**config.mk**
```make
export PLATFORM = sky130hd
export DESIGN_NAME = lsu_mem_arbiter_flat
export DESIGN_NICKNAME = d
export VERILOG_FILES = /design/src/rtl/lsu_mem_arbiter_if.sv /design/src/rtl/lsu_mem_arbiter.sv /design/src/flat_wrapper.sv
export SDC_FILE = /design/constraint.sdc
export NUM_CORES = 1
export LEC_CHECK = 0
export CORE_MARGIN = 2
export CORE_UTILIZATION = 50
export CTS_BUF_LIST = sky130_fd_sc_hd__clkbuf_16
export DETAILED_ROUTE_END_ITERATION = 10
export DONT_BUFFER_PORTS = 1
export GPL_ROUTABILITY_DRIVEN = 0
export SYNTH_ARGS = -nofsm -noshare
export SYNTH_HDL_FRONTEND = slang
export SYNTH_SLANG_ARGS = --single-unit
export TNS_END_PERCENT = 20
```
**constraint.sdc**
```tcl
create_clock -name clk -period 4.6 [get_ports clk]
set_input_delay 0.69 -clock clk [delete_from_list [all_inputs] [get_ports clk]]
set_output_delay 0.69 -clock clk [all_outputs]
set_load 0.05 [all_outputs]
```
**src/rtl/lsu_mem_arbiter_if.sv**
```systemverilog
// Bundle between the per-thread LSU ports, the arbiter and the shared memory channels.
// slave: arbiter view; master: the LSU plus memory environment driving it.
interface lsu_mem_arbiter_if #(
    parameter int NUM_THREADS  = 4,
    parameter int NUM_CHANNELS = 1,
    parameter int ADDR_BITS    = 8,
    parameter int DATA_BITS    = 8
);
    logic [NUM_THREADS-1:0]            thread_read_request;
    logic [NUM_THREADS*ADDR_BITS-1:0]  thread_read_address;
    logic [NUM_THREADS-1:0]            thread_read_ready;
    logic [NUM_THREADS*DATA_BITS-1:0]  thread_read_data;
    logic [NUM_THREADS-1:0]            thread_write_request;
    logic [NUM_THREADS*ADDR_BITS-1:0]  thread_write_address;
    logic [NUM_THREADS*DATA_BITS-1:0]  thread_write_data;
    logic [NUM_THREADS-1:0]            thread_write_ready;

    logic [NUM_CHANNELS-1:0]           mem_read_valid;
    logic [NUM_CHANNELS*ADDR_BITS-1:0] mem_read_address;
    logic [NUM_CHANNELS-1:0]           mem_read_ready;
    logic [NUM_CHANNELS*DATA_BITS-1:0] mem_read_data;
    logic [NUM_CHANNELS-1:0]           mem_write_valid;
    logic [NUM_CHANNELS*ADDR_BITS-1:0] mem_write_address;
    logic [NUM_CHANNELS*DATA_BITS-1:0] mem_write_data;
    logic [NUM_CHANNELS-1:0]           mem_write_ready;

    modport slave (
        input  thread_read_request, thread_read_address,
        input  thread_write_request, thread_write_address, thread_write_data,
        input  mem_read_ready, mem_read_data, mem_write_ready,
        output thread_read_ready, thread_read_data, thread_write_ready,
        output mem_read_valid, mem_read_address,
        output mem_write_valid, mem_write_address, mem_write_data
    );

    modport master (
        output thread_read_request, thread_read_address,
        output thread_write_request, thread_write_address, thread_write_data,
        output mem_read_ready, mem_read_data, mem_write_ready,
        input  thread_read_ready, thread_read_data, thread_write_ready,
        input  mem_read_valid, mem_read_address,
        input  mem_write_valid, mem_write_address, mem_write_data
    );
endinterface

```
**src/rtl/lsu_mem_arbiter.sv**
```systemverilog
// Round-robin arbiter of NUM_THREADS LSU ports onto NUM_CHANNELS memory channels (optional ARB_PERF_COUNTERS_EN).
// Latency: grant, valid, memory ready sampled, then a one-cycle thread ready pulse (3 cycles minimum).
// Backpressure: channel holds valid until mem ready; a served thread stays claimed until its request drops.
module lsu_mem_arbiter #(
    parameter int NUM_THREADS  = 4,
    parameter int NUM_CHANNELS = 1,
    parameter int ADDR_BITS    = 8,
    parameter int DATA_BITS    = 8
) (
    input  logic               clk,
    input  logic               reset,
    lsu_mem_arbiter_if.slave   bus
`ifdef ARB_PERF_COUNTERS_EN
    ,
    output logic [31:0]        perf_grants,
    output logic [31:0]        perf_stall_cycles
`endif
);
    localparam int TW = (NUM_THREADS > 1) ? $clog2(NUM_THREADS) : 1;

    typedef enum logic [1:0] {
        ST_IDLE,
        ST_READ_WAIT,
        ST_WRITE_WAIT,
        ST_RELEASE
    } ch_state_e;

    ch_state_e                        st_q   [NUM_CHANNELS];
    ch_state_e                        st_d   [NUM_CHANNELS];
    logic [TW-1:0]                    tid_q  [NUM_CHANNELS];
    logic [TW-1:0]                    tid_d  [NUM_CHANNELS];
    logic [ADDR_BITS-1:0]             addr_q [NUM_CHANNELS];
    logic [ADDR_BITS-1:0]             addr_d [NUM_CHANNELS];
    logic [DATA_BITS-1:0]             wdat_q [NUM_CHANNELS];
    logic [DATA_BITS-1:0]             wdat_d [NUM_CHANNELS];
    logic [NUM_CHANNELS-1:0]          op_rd_q, op_rd_d;
    logic [NUM_CHANNELS-1:0]          rd_vld_q, rd_vld_d;
    logic [NUM_CHANNELS-1:0]          wr_vld_q, wr_vld_d;
    logic [NUM_THREADS-1:0]           rd_rdy_q, rd_rdy_d;
    logic [NUM_THREADS-1:0]           wr_rdy_q, wr_rdy_d;
    logic [NUM_THREADS*DATA_BITS-1:0] rd_dat_q, rd_dat_d;
    logic [TW-1:0]                    rr_ptr_q, rr_ptr_d;

    logic [NUM_THREADS-1:0]           req_any;
    logic [NUM_THREADS-1:0]           claimed;
    logic [NUM_THREADS-1:0]           claim;
    logic                             found;
    int                               pick;
    int                               pk;
    int                               idx;
    int                               tid;
    int                               last_k;
`ifdef ARB_PERF_COUNTERS_EN
    int                               n_grants;
    logic                             stall;
    logic [31:0]                      perf_grants_q, perf_grants_d;
    logic [31:0]                      perf_stall_q, perf_stall_d;
`endif

    function automatic int wrap_idx(input int v);
        return (v >= NUM_THREADS) ? v - NUM_THREADS : v;
    endfunction

    assign req_any = bus.thread_read_request | bus.thread_write_request;

    // A thread is owned by a channel from its grant until the channel leaves RELEASE.
    always_comb begin
        claimed = '0;
        for (int c = 0; c < NUM_CHANNELS; c++) begin
            if (st_q[c] != ST_IDLE) begin
                claimed[tid_q[c]] = 1'b1;
            end
        end
    end

    always_comb begin
        st_d     = st_q;
        tid_d    = tid_q;
        addr_d   = addr_q;
        wdat_d   = wdat_q;
        op_rd_d  = op_rd_q;
        rd_vld_d = rd_vld_q;
        wr_vld_d = wr_vld_q;
        rd_rdy_d = '0;
        wr_rdy_d = '0;
        rd_dat_d = rd_dat_q;
        rr_ptr_d = rr_ptr_q;
        claim    = claimed;
        found    = 1'b0;
        pick     = 0;
        pk       = 0;
        idx      = 0;
        tid      = 0;
        last_k   = -1;
`ifdef ARB_PERF_COUNTERS_EN
        n_grants = 0;
        stall    = 1'b0;
`endif
        for (int c = 0; c < NUM_CHANNELS; c++) begin
            tid = int'(tid_q[c]);
            case (st_q[c])
                ST_IDLE: begin
                    // Claims made by lower channels this cycle are already in claim.
                    found = 1'b0;
                    for (int k = 0; k < NUM_THREADS; k++) begin
                        idx = wrap_idx(int'(rr_ptr_q) + k);
                        if (!found && req_any[idx] && !claim[idx]) begin
                            found = 1'b1;
                            pick  = idx;
                            pk    = k;
                        end
                    end
                    if (found) begin
                        claim[pick] = 1'b1;
                        tid_d[c]    = TW'(pick);
                        wdat_d[c]   = bus.thread_write_data[pick*DATA_BITS +: DATA_BITS];
                        last_k      = pk;
`ifdef ARB_PERF_COUNTERS_EN
                        n_grants    = n_grants + 1;
`endif
                        if (bus.thread_read_request[pick]) begin
                            op_rd_d[c]  = 1'b1;
                            addr_d[c]   = bus.thread_read_address[pick*ADDR_BITS +: ADDR_BITS];
                            rd_vld_d[c] = 1'b1;
                            st_d[c]     = ST_READ_WAIT;
                        end else begin
                            op_rd_d[c]  = 1'b0;
                            addr_d[c]   = bus.thread_write_address[pick*ADDR_BITS +: ADDR_BITS];
                            wr_vld_d[c] = 1'b1;
                            st_d[c]     = ST_WRITE_WAIT;
                        end
                    end
                end
                ST_READ_WAIT: begin
                    if (bus.mem_read_ready[c]) begin
                        rd_vld_d[c]                          = 1'b0;
                        rd_rdy_d[tid]                        = 1'b1;
                        rd_dat_d[tid*DATA_BITS +: DATA_BITS] = bus.mem_read_data[c*DATA_BITS +: DATA_BITS];
                        st_d[c]                              = ST_RELEASE;
                    end
                end
                ST_WRITE_WAIT: begin
                    if (bus.mem_write_ready[c]) begin
                        wr_vld_d[c]   = 1'b0;
                        wr_rdy_d[tid] = 1'b1;
                        st_d[c]       = ST_RELEASE;
                    end
                end
                ST_RELEASE: begin
                    // Only the request that was served must drop; a pending other-op request waits.
                    if (op_rd_q[c] ? !bus.thread_read_request[tid] : !bus.thread_write_request[tid]) begin
                        st_d[c] = ST_IDLE;
                    end
                end
                default: st_d[c] = ST_IDLE;
            endcase
        end
        if (last_k >= 0) begin
            rr_ptr_d = TW'(wrap_idx(int'(rr_ptr_q) + last_k + 1));
        end
`ifdef ARB_PERF_COUNTERS_EN
        stall         = |(req_any & ~claim);
        perf_grants_d = perf_grants_q + 32'(n_grants);
        perf_stall_d  = perf_stall_q + {31'b0, stall};
`endif
    end

    always_ff @(posedge clk or posedge reset) begin
        if (reset) begin
            for (int c = 0; c < NUM_CHANNELS; c++) begin
                st_q[c]   <= ST_IDLE;
                tid_q[c]  <= '0;
                addr_q[c] <= '0;
                wdat_q[c] <= '0;
            end
            op_rd_q  <= '0;
            rd_vld_q <= '0;
            wr_vld_q <= '0;
            rd_rdy_q <= '0;
            wr_rdy_q <= '0;
            rd_dat_q <= '0;
            rr_ptr_q <= '0;
        end else begin
            for (int c = 0; c < NUM_CHANNELS; c++) begin
                st_q[c]   <= st_d[c];
                tid_q[c]  <= tid_d[c];
                addr_q[c] <= addr_d[c];
                wdat_q[c] <= wdat_d[c];
            end
            op_rd_q  <= op_rd_d;
            rd_vld_q <= rd_vld_d;
            wr_vld_q <= wr_vld_d;
            rd_rdy_q <= rd_rdy_d;
            wr_rdy_q <= wr_rdy_d;
            rd_dat_q <= rd_dat_d;
            rr_ptr_q <= rr_ptr_d;
        end
    end

`ifdef ARB_PERF_COUNTERS_EN
    always_ff @(posedge clk or posedge reset) begin
        if (reset) begin
            perf_grants_q <= '0;
            perf_stall_q  <= '0;
        end else begin
            perf_grants_q <= perf_grants_d;
            perf_stall_q  <= perf_stall_d;
        end
    end

    assign perf_grants       = perf_grants_q;
    assign perf_stall_cycles = perf_stall_q;
`endif

    assign bus.thread_read_ready  = rd_rdy_q;
    assign bus.thread_read_data   = rd_dat_q;
    assign bus.thread_write_ready = wr_rdy_q;
    assign bus.mem_read_valid     = rd_vld_q;
    assign bus.mem_write_valid    = wr_vld_q;

    for (genvar gc = 0; gc < NUM_CHANNELS; gc++) begin : g_ch_out
        assign bus.mem_read_address[gc*ADDR_BITS +: ADDR_BITS]  = addr_q[gc];
        assign bus.mem_write_address[gc*ADDR_BITS +: ADDR_BITS] = addr_q[gc];
        assign bus.mem_write_data[gc*DATA_BITS +: DATA_BITS]    = wdat_q[gc];
    end

endmodule

```
**src/flat_wrapper.sv**
```systemverilog
// flat-port wrapper written by rule: the top's interface ports become plain ports
module lsu_mem_arbiter_flat 
#(
    parameter int NUM_THREADS  = 4,
    parameter int NUM_CHANNELS = 1,
    parameter int ADDR_BITS    = 8,
    parameter int DATA_BITS    = 8
)
  (clk, reset, bus_thread_read_request, bus_thread_read_address, bus_thread_write_request, bus_thread_write_address, bus_thread_write_data, bus_mem_read_ready, bus_mem_read_data, bus_mem_write_ready, bus_thread_read_ready, bus_thread_read_data, bus_thread_write_ready, bus_mem_read_valid, bus_mem_read_address, bus_mem_write_valid, bus_mem_write_address, bus_mem_write_data);
  lsu_mem_arbiter_if #(.NUM_THREADS(NUM_THREADS), .NUM_CHANNELS(NUM_CHANNELS), .ADDR_BITS(ADDR_BITS), .DATA_BITS(DATA_BITS)) bus_i ();
  input  logic clk;
  input  logic reset;
  input wire logic [$bits(bus_i.thread_read_request)-1:0] bus_thread_read_request;
  input wire logic [$bits(bus_i.thread_read_address)-1:0] bus_thread_read_address;
  input wire logic [$bits(bus_i.thread_write_request)-1:0] bus_thread_write_request;
  input wire logic [$bits(bus_i.thread_write_address)-1:0] bus_thread_write_address;
  input wire logic [$bits(bus_i.thread_write_data)-1:0] bus_thread_write_data;
  input wire logic [$bits(bus_i.mem_read_ready)-1:0] bus_mem_read_ready;
  input wire logic [$bits(bus_i.mem_read_data)-1:0] bus_mem_read_data;
  input wire logic [$bits(bus_i.mem_write_ready)-1:0] bus_mem_write_ready;
  output wire logic [$bits(bus_i.thread_read_ready)-1:0] bus_thread_read_ready;
  output wire logic [$bits(bus_i.thread_read_data)-1:0] bus_thread_read_data;
  output wire logic [$bits(bus_i.thread_write_ready)-1:0] bus_thread_write_ready;
  output wire logic [$bits(bus_i.mem_read_valid)-1:0] bus_mem_read_valid;
  output wire logic [$bits(bus_i.mem_read_address)-1:0] bus_mem_read_address;
  output wire logic [$bits(bus_i.mem_write_valid)-1:0] bus_mem_write_valid;
  output wire logic [$bits(bus_i.mem_write_address)-1:0] bus_mem_write_address;
  output wire logic [$bits(bus_i.mem_write_data)-1:0] bus_mem_write_data;
  assign bus_i.thread_read_request = bus_thread_read_request;
  assign bus_i.thread_read_address = bus_thread_read_address;
  assign bus_i.thread_write_request = bus_thread_write_request;
  assign bus_i.thread_write_address = bus_thread_write_address;
  assign bus_i.thread_write_data = bus_thread_write_data;
  assign bus_i.mem_read_ready = bus_mem_read_ready;
  assign bus_i.mem_read_data = bus_mem_read_data;
  assign bus_i.mem_write_ready = bus_mem_write_ready;
  assign bus_thread_read_ready = bus_i.thread_read_ready;
  assign bus_thread_read_data = bus_i.thread_read_data;
  assign bus_thread_write_ready = bus_i.thread_write_ready;
  assign bus_mem_read_valid = bus_i.mem_read_valid;
  assign bus_mem_read_address = bus_i.mem_read_address;
  assign bus_mem_write_valid = bus_i.mem_write_valid;
  assign bus_mem_write_address = bus_i.mem_write_address;
  assign bus_mem_write_data = bus_i.mem_write_data;
  lsu_mem_arbiter #(.NUM_THREADS(NUM_THREADS), .NUM_CHANNELS(NUM_CHANNELS), .ADDR_BITS(ADDR_BITS), .DATA_BITS(DATA_BITS)) u_core (.clk(clk), .reset(reset), .bus(bus_i));
endmodule
```
==> results.json <==
{
  "grt_max_degree": 66,
  "synth_warnings": 0,
  "yosys.area.top_type_share": 0.400,
  "dr.pass1.iters": 4,
  "port_buffers": 0,
  "ys_seq_elements": 65,
  "setup_ws_ns": 0.687,
  "antenna_cells": 0,
  "cpPeakStageDelay_ns": 0.58,
  "die_h_um": 94.2,
  "p_comb_frac": 0.510,
  "start_util": 0.521,
  "cts_root_buf": "clkbuf_16",
  "critPathSlowestCell": "mux4_2",
  "via_count": 3028,
  "leakage_nw": 2.00,
  "regToRegSetupSlack_ns": 0.69,
  "path_class": "flip-flop to flip-flop",
  "rr_endpoint": "u_core.bus.mem_read_address[3]",
  "vias_per_cell": 6.42,
  "track_usage": 0.237,
  "cts_hold_buf": 0,
  "timing.setup.tns_ns": 0,
  "synth_area_leaders": "dfrtp_1, a22o_1, mux2i_1",
  "core_mm2": 0.00781,
  "hpwl_um": 7760,
  "skew_ns": 0.0111,
  "slew_viol_final": 0,
  "antenna_left": 0,
  "grt_pass1_vias": 3033,
  "crit_chain": "inv_1, ha_1, inv_1, o22ai_1, mux4_2, o211ai_1, a21oi_1, a21oi_4, buf_4, o31ai_1, a221oi_1, o21ai_1",
  "max_slew_margin": 0.364,
  "rsz0062_at_grt": "no",
  "htree_levels": 3,
  "drt-total-wl_um": 10400,
  "die-area_mm2": 0.00888,
  "synth_commonest_cells": "dfrtp_1, a22o_1, mux2i_1, inv_1, mux2_2",
  "status": "complete, no violations",
  "layout_min_cycle_time_ns": 3.91,
  "swShare": 0.522,
  "nets": 499,
  "clkTransAtPathRegs_ns": 0.06,
  "p_int_mw": 2.20,
  "syn_nets": 502,
  "finalHoldViolations": 0,
  "ir_drop_mv": 0.485,
  "synth-edff-count": 0,
  "io_pins": 182,
  "drive_above_1_share": 0.189,
  "worstRegToRegCells": 12,
  "cp.required_ns": 4.78,
  "synthFlopType": "dfrtp_1",
  "synth_area_mm2": 0.00407,
  "synth_most_common_cell": "dfrtp_1",
  "r2r_start": "u_core.tid_q[0]",
  "overflow": 0,
  "syn_area_per_cell_um2": 11.0,
  "drt_iter0_markers": 193,
  "setup_violations": 0,
  "cts_buffer_depth": 2,
  "hold_path_class": "primary input to async pin",
  "crit_path_max_fanout": 23,
  "die_x_um": 94.2,
  "endpoint_kind": "flip-flop",
  "crit_arrival_ns": 4.09,
  "fin_crit_sh": 0.851,
  "cts_inserted_buffers": 9,
  "synth_seq_area_share": 0.400,
  "async_flop_share": 1.00,
  "grt_first_pass_wirelength_um": 16200,
  "cts_tree": "yes",
  "cp_common_cell": "inv_1",
  "p_seq_frac": 0.348,
  "routedWlPerCell_um": 22.1,
  "synth_top_area_cell": "dfrtp_1",
  "startpoint_type": "flip-flop",
  "clkSinkCount": 65,
  "maxCapViolCount": 0,
  "netlist_instances": 369,
  "power_switching_mw": 2.40,
  "cts_resized": 0,
  "placementRows": 32,
  "synth.distinct_cells": 58,
  "p_per_area_mw_per_mm2": 1040,
  "cts_setup_buffers": 0,
  "worstSkewPairLatency_ns": 0.32,
  "max_clock_freq_mhz": 256,
  "drc_errors": 0,
  "dp_slack_ns": 0.700,
  "p_clk_frac": 0.142,
  "tightestPinTransition_ns": 0.954,
  "antenna_found_initial": 0,
  "syn_to_final_growth_pct": 8.98
}
-- placed cells by master (no fill, tap or decap), types with 2 or more instances in the layout --
cell	count
dfrtp_1	65
a22o_1	42
mux2i_1	24
inv_1	23
mux2_2	19
nor2_1	18
ha_1	17
nand2_1	14
buf_4	13
o31ai_1	9
a221oi_1	9
clkbuf_16	9
mux2_1	8
o221ai_1	8
o21ai_1	8
a21oi_1	6
mux4_2	6
nand3_1	6
o21ai_0	6
o211ai_1	5
o22ai_1	4
and3_1	4
a21oi_2	3
nor4_1	3
nor4b_1	3
clkinv_1	2
inv_2	2
nand2b_1	2
-- registers in the layout, summed over array words and instances, names as in the netlist --
name	flops
u_core.rr_ptr_q	2
u_core.bus.mem_read_valid	1
u_core.bus.mem_write_data	8
u_core.op_rd_q	1
u_core.bus.thread_read_ready	4
u_core.bus.thread_read_data	32
u_core.st_q	2
u_core.bus.mem_read_address	8
u_core.bus.mem_write_valid	1
u_core.tid_q	2
u_core.bus.thread_write_ready	4
-- per-stage QoR --
stage	std cells	utilization	hold slack, ns	area (um^2)	total power, mW
4_1_cts	472	0.568	0.487	4440	4.62
3_3_place_gp	457	0.532	0.514	4150	3.92
6_report	472	0.568	0.483	4440	4.60
3_5_place_dp	457	0.532	0.568	4150	3.95
5_1_grt	472	0.568	0.484	4440	4.91
2_1_floorplan	369	-	0.482	4070	3.54
-- worst max path at each step --
stage	start	to	slack, ns	cells after the start
after floorplan	u_core.tid_q[0]	u_core.bus.mem_read_address[6]	1.30	12
after global placement	u_core.tid_q[0]	u_core.bus.mem_read_address[3]	0.87	12
after detailed placement	u_core.tid_q[0]	u_core.bus.mem_read_address[3]	0.70	12
after CTS	u_core.tid_q[0]	u_core.bus.mem_read_address[3]	0.68	12
after global routing	u_core.tid_q[0]	u_core.bus.mem_read_address[3]	0.36	12
final	u_core.tid_q[0]	u_core.bus.mem_read_address[3]	0.69	12
-- critical path: cells and delay by family, from the launching register on --
family / cells / cell delay (ns)
flip-flops: 1 / 0.53
multiplexers: 1 / 0.58
buffers and inverters: 3 / 0.73
AO/OA/AOI/OAI: 7 / 1.59
adder cells (fa/ha/maj): 1 / 0.32
-- kinds of logic after synthesis --
kind of cell    synth area share
mux                        0.171
flops                      0.400
xor+xnor                 0.00430
compound gates             0.241
simple gates              0.0682
fa+ha+maj                 0.0523
buf+inv                   0.0639
-- power groups by stage --
stage | sequential (mW) | clock (mW) | combinational (mW)
6_report | 1.60 | 0.652 | 2.34
5_1_grt | 1.63 | 0.700 | 2.58
4_1_cts | 1.60 | 0.669 | 2.34
3_5_place_dp | 1.61 | 0 | 2.34
3_3_place_gp | 1.61 | 0 | 2.31
2_1_floorplan | 1.43 | 0 | 2.10
-- area by class of cell --
type / instances / area [um^2]
Tap cell: 102 / 128
Fill cell: 687 / 3370
Clock buffer: 9 / 225
Clock inverter: 6 / 60.1
Timing Repair Buffer: 13 / 97.6
Sequential cell: 65 / 1630
Inverter: 26 / 100
Multi-Input combinational cell: 251 / 2200
-- per-layer routing --
metal / track usage / vias up / wire (um)
met2: 0.333 / 141 / 4810
met1: 0.339 / 1483 / 4510
li1: - / 1394 / -
met4: 0.0821 / 0 / 114
met5: 0 / - / 0
met3: 0.0811 / 10 / 987
No activity file was read; power rests on OpenSTA's default activity.
